<file path="config.mk">
export PLATFORM = sky130hd
export DESIGN_NAME = mul_seq
export DESIGN_NICKNAME = d
export VERILOG_FILES = /design/src/rtl/mul_seq.sv
export SDC_FILE = /design/constraint.sdc
export NUM_CORES = 1
export LEC_CHECK = 0
export ABC_CLOCK_PERIOD_IN_PS = 4000
export BUFFER_PORTS_ARGS = -buffer_cell sky130_fd_sc_hd__buf_2
export CAP_MARGIN = 20
export CORE_UTILIZATION = 55
export CTS_CLUSTER_SIZE = 10
export DETAILED_ROUTE_END_ITERATION = 7
export GPL_TIMING_DRIVEN = 0
export PLACE_DENSITY = 0.76
export REMOVE_ABC_BUFFERS = 1
export SYNTH_ARGS = -nofsm -noshare
export SYNTH_HDL_FRONTEND = slang
export SYNTH_SLANG_ARGS = --single-unit
</file>
<file path="constraint.sdc">
create_clock -name clk -period 4 [get_ports clk]
set_clock_uncertainty 0.15 [all_clocks]
set_input_delay 1 -clock clk [delete_from_list [all_inputs] [get_ports clk]]
set_output_delay 1 -clock clk [all_outputs]
set_load 0.01 [all_outputs]
</file>
<file path="src/rtl/mul_seq.sv">
`default_nettype none
// ============================================================================
// Module      : mul_seq
// Description : Sequential shift-add multiplier, one multiplier bit per cycle,
//               MSB first, with optional two's-complement operand mode.
// Revision    : 1.0 - initial release
// ============================================================================
module mul_seq #(
    parameter int WIDTH     = 8,
    parameter int SIGNED_EN = 1
) (
    input  logic                 clk,
    input  logic                 rst_n,
    input  logic                 start,
    input  logic [WIDTH-1:0]     a_i,
    input  logic [WIDTH-1:0]     b_i,
    input  logic                 signed_i,
    output logic                 busy,
    output logic                 done,
    output logic [2*WIDTH-1:0]   p_o
);

    localparam int              c_PW     = 2 * WIDTH;
    localparam int              c_CW     = $clog2(WIDTH + 1);
    localparam logic [c_CW-1:0] c_LAST   = c_CW'(WIDTH - 1);
    localparam logic            c_SIGNED = (SIGNED_EN != 0);

    typedef enum logic [1:0] {
        S_IDLE = 2'd0,
        S_RUN  = 2'd1,
        S_DONE = 2'd2
    } state_t;

    state_t            r_state;
    state_t            w_state_nxt;
    logic [WIDTH-1:0]  r_mag_a;
    logic [WIDTH-1:0]  r_mag_b;
    logic              r_neg;
    logic [c_PW-1:0]   r_acc;
    logic [c_CW-1:0]   r_cnt;
    logic [c_PW-1:0]   r_p;

    logic              w_accept;
    logic              w_last;
    logic              w_signed;
    logic              w_a_neg;
    logic              w_b_neg;
    logic [WIDTH-1:0]  w_mag_a_in;
    logic [WIDTH-1:0]  w_mag_b_in;
    logic [c_PW-1:0]   w_addend;
    logic [c_PW-1:0]   w_acc_nxt;
    logic [c_PW-1:0]   w_result;

    assign w_accept = start && (r_state != S_RUN);
    assign w_last   = (r_state == S_RUN) && (r_cnt == c_LAST);

    // Signed operands are reduced to magnitudes; the most-negative value maps
    // to 2**(WIDTH-1), which still fits the unsigned WIDTH-bit magnitude.
    assign w_signed   = signed_i & c_SIGNED;
    assign w_a_neg    = w_signed & a_i[WIDTH-1];
    assign w_b_neg    = w_signed & b_i[WIDTH-1];
    assign w_mag_a_in = w_a_neg ? (~a_i + WIDTH'(1)) : a_i;
    assign w_mag_b_in = w_b_neg ? (~b_i + WIDTH'(1)) : b_i;

    assign w_addend  = r_mag_b[WIDTH-1] ? {{WIDTH{1'b0}}, r_mag_a} : '0;
    assign w_acc_nxt = {r_acc[c_PW-2:0], 1'b0} + w_addend;
    assign w_result  = r_neg ? (~w_acc_nxt + c_PW'(1)) : w_acc_nxt;

    assign p_o = r_p;

    always_comb begin
        w_state_nxt = r_state;
        busy        = 1'b0;
        done        = 1'b0;
        case (r_state)
            S_IDLE: begin
                if (start) w_state_nxt = S_RUN;
            end
            S_RUN: begin
                busy = 1'b1;
                if (w_last) w_state_nxt = S_DONE;
            end
            S_DONE: begin
                done        = 1'b1;
                w_state_nxt = start ? S_RUN : S_IDLE;
            end
            default: w_state_nxt = S_IDLE;
        endcase
    end

    always_ff @(posedge clk or negedge rst_n) begin
        if (!rst_n) begin
            r_state <= S_IDLE;
            r_mag_a <= '0;
            r_mag_b <= '0;
            r_neg   <= 1'b0;
            r_acc   <= '0;
            r_cnt   <= '0;
            r_p     <= '0;
        end else begin
            r_state <= w_state_nxt;
            if (w_accept) begin
                r_mag_a <= w_mag_a_in;
                r_mag_b <= w_mag_b_in;
                r_neg   <= w_a_neg ^ w_b_neg;
                r_acc   <= '0;
                r_cnt   <= '0;
            end else if (r_state == S_RUN) begin
                // Multiplier shifts left so its MSB is always the bit in play.
                r_acc   <= w_acc_nxt;
                r_mag_b <= {r_mag_b[WIDTH-2:0], 1'b0};
                r_cnt   <= r_cnt + c_CW'(1);
                if (w_last) r_p <= w_result;
            end
        end
    end

endmodule
`default_nettype wire

</file>
==> results.json <==
{
  "status": "finished, final reports clean",
  "syn-cell-area_um2": 3320,
  "antenna_left": 0,
  "diodes": 0,
  "clk-insertion-delay-late_ns": 0.31,
  "critPathCaptureType": "output port",
  "gp_congestion": 0.885,
  "p_leak_uw": 0.00167,
  "drv_cap": 0,
  "drive_gt1_share_pct": 14.3,
  "synth-edff-count": 0,
  "timing.setup.tns_ns": 0,
  "p_per_area_nw_per_um2": 681,
  "cts_buffer_depth": 2,
  "slew_headroom_pct": 27.7,
  "vias_per_cell": 5.67,
  "required_ns": 2.85,
  "io_buffers": 37,
  "p_sw_share_pct": 42.7,
  "internal_power_uw": 1420,
  "syn_avg_cell_area_um2": 8.63,
  "critPathLaunchType": "flip-flop",
  "p_comb_share_pct": 47.5,
  "grt_usage_pct": 23.8,
  "pwr-share-seq_pct": 37.5,
  "pwr-share-clk_pct": 15.0,
  "place_hpwl_um": 4760,
  "min_period_ns": 3.68,
  "hold_violations": 0,
  "register_area_um2": 1350,
  "grt.overflow.total": 0,
  "final_max_slew_viol_count": 0,
  "cts_root_buf": "clkbuf_8",
  "die_area_um2": 6350,
  "yosysSeqAreaShare_pct": 40.7,
  "critPathKind": "flip-flop to output port",
  "area_growth_syn_to_layout_pct": 9.53,
  "wl_per_cell_um": 13.4,
  "path_max_fanout": 30,
  "finalCritPeriodShare_pct": 91.9,
  "routed_wl_um": 6510,
  "rsz0062_at_grt": "false",
  "start_util_pct": 58.5,
  "core.rowCount": 27,
  "synth-seq-cells": 54,
  "post-route-drc-count": 0,
  "ys_warn_count": 0,
  "drt_iter0_drc": 140,
  "max_freq_mhz": 272,
  "cts-htree-levels": 2,
  "cts-buffers-inserted": 5,
  "p_total_uw": 2480,
  "grt_pass1_wl_um": 11900,
  "synthArstFlopShare_pct": 100,
  "firstDrtPassIters": 4,
  "synth-main-ff-cell": "dfrtp_1",
  "die_w_um": 79.7,
  "vias": 2754,
  "fp.dieH_um": 79.7,
  "cts_hold_repair.buffers": 0,
  "holdWs_ns": 0.331,
  "cp.arrival_ns": 2.53,
  "nets": 445,
  "postSynthCellCount": 385,
  "tightest_slew_ns": 1.08,
  "finalSetupViolCount": 0,
  "clk_pin_slew_ns": 0.10,
  "multiInputGateArea_um2": 1830,
  "grt_max_degree": 34,
  "cts_sinks": 54,
  "fillers": 507,
  "num_io_pins": 38,
  "p_sw_uw": 1060,
  "irDropWorstVdd_mv": 0.290,
  "cts_tree": "built",
  "antenna_found_initial": 0,
  "synth_cell_types": 50,
  "fp.coreArea_um2": 5680,
  "hold_class": "flip-flop to flip-flop",
  "grt_pass1_vias": 2639
}
## power groups by stage
stage	Sequential (µW)	Clock, µW	Combinational (µW)
after floorplan	938	0	850
after global placement	927	0	1130
after detailed placement	938	0	1180
after CTS	929	382	1180
after global routing	963	405	1360
final	928	372	1180
## cells in the mapped netlist (2+ instances only)
| master | instances | area [µm²] |
|---|---|---|
| o211ai_1 | 2 | 15.0 |
| a21o_1 | 3 | 22.5 |
| nor3_1 | 2 | 10.0 |
| o21ai_1 | 4 | 20.0 |
| o21ai_0 | 51 | 255 |
| xor2_1 | 18 | 158 |
| and3_1 | 4 | 25.0 |
| nand4_1 | 2 | 12.5 |
| xnor2_1 | 21 | 184 |
| mux2i_1 | 3 | 30.0 |
| ha_1 | 11 | 138 |
| a21oi_1 | 14 | 70.1 |
| or3_1 | 5 | 31.3 |
| nor2b_1 | 2 | 12.5 |
| clkbuf_1 | 13 | 48.8 |
| dfrtp_1 | 54 | 1350 |
| nand2_1 | 69 | 259 |
| o22ai_1 | 2 | 12.5 |
| o2111ai_1 | 2 | 17.5 |
| nand3_1 | 30 | 150 |
| o31ai_1 | 7 | 52.6 |
| a211oi_1 | 3 | 22.5 |
| a31oi_1 | 2 | 12.5 |
| nor2_1 | 17 | 63.8 |
| clkbuf_8 | 2 | 27.5 |
| and2_1 | 6 | 37.5 |
| inv_1 | 11 | 41.3 |
| o21a_1 | 2 | 15.0 |
| nand2b_1 | 2 | 12.5 |
## layout by cell type, fill, tap and decap left out, drive strengths merged, types with 3 or more instances in the layout
| cell | instances |
|---|---|
| nor2 | 17 |
| ha | 11 |
| and2 | 6 |
| o31ai | 7 |
| nand3 | 30 |
| buf | 38 |
| a211oi | 3 |
| o211ai | 3 |
| and3 | 5 |
| a21o | 3 |
| dfrtp | 54 |
| or3 | 6 |
| a21oi | 14 |
| xnor2 | 21 |
| inv | 13 |
| xor2 | 18 |
| clkbuf | 5 |
| mux2i | 3 |
| o21ai | 55 |
| nand2 | 69 |
## timing repair
action,CTS,global route
buffers inserted,0,0
resized for setup,0,1
endpoints found under the setup margin,0,4
## critical path, stage by stage, from the launching register on
cell        delay (ns)
dfrtp_1           0.41
nand2b_1          0.77
clkinvlp_4        0.72
buf_2             0.31
## through the flow
stage	util, %	std cells	area, µm²	setup slack, ns
finish	64.1	486	3640	0.324
global route	64.1	486	3640	0.0466
CTS	64.0	486	3630	0.128
detailed placement	62.0	478	3520	0.488
global placement	61.7	477	3500	0.501
floorplan	-	368	3230	1.08
## cell families (layout without fill, tap and decap cells)
group | after synthesis | after routing | share of synthesized area (%)
DFF | 54 | 54 | 40.7
adders and majority gates | 12 | 12 | 4.75
buffers and inverters | 30 | 59 | 4.33
xor gates and xnor gates | 39 | 39 | 10.3
AOI/OAI and AO/OA | 98 | 98 | 17.7
and+or+nand+nor | 149 | 149 | 21.3
muxes | 3 | 3 | 0.904
## worst paths after layout
check / startpoint / endpoint / slack (ns) / cells after the start
hold / removal: p_o[3] / p_o[3] / 0.33 / 2
min in group asynchronous: rst_n / p_o[9] / 0.52 / 1
max in group asynchronous: rst_n / r_acc[5] / 2.63 / 2
setup / recovery: r_state[0] / busy / 0.32 / 3
setup reg to reg: r_mag_b[7] / p_o[15] / 0.55 / 12
hold reg to reg: p_o[3] / p_o[3] / 0.33 / 2
## registers in the layout, summed over array words and instances, names as in the netlist
signal	count
p_o	16
r_acc	15
r_mag_a	8
r_mag_b	8
r_cnt	4
r_state	2
r_neg	1
## cell type report
type	instances	area share [%]
well taps	72	2.48
multi-input cells	301	50.2
repair buffers	38	5.64
clock inverters	3	1.20
inverters	13	1.44
clock buffers	5	1.89
flip-flops and latches	54	37.2
## per-layer routing
metal	vias to the layer above	global-route usage, %	share of wire (%)
met3	9	3.89	3.6
met1	1283	31.2	48
li1	1392	-	-
met5	-	0	0
met4	0	8.36	1.5
met2	70	39.7	47
(Power assumes the default switching activity.)
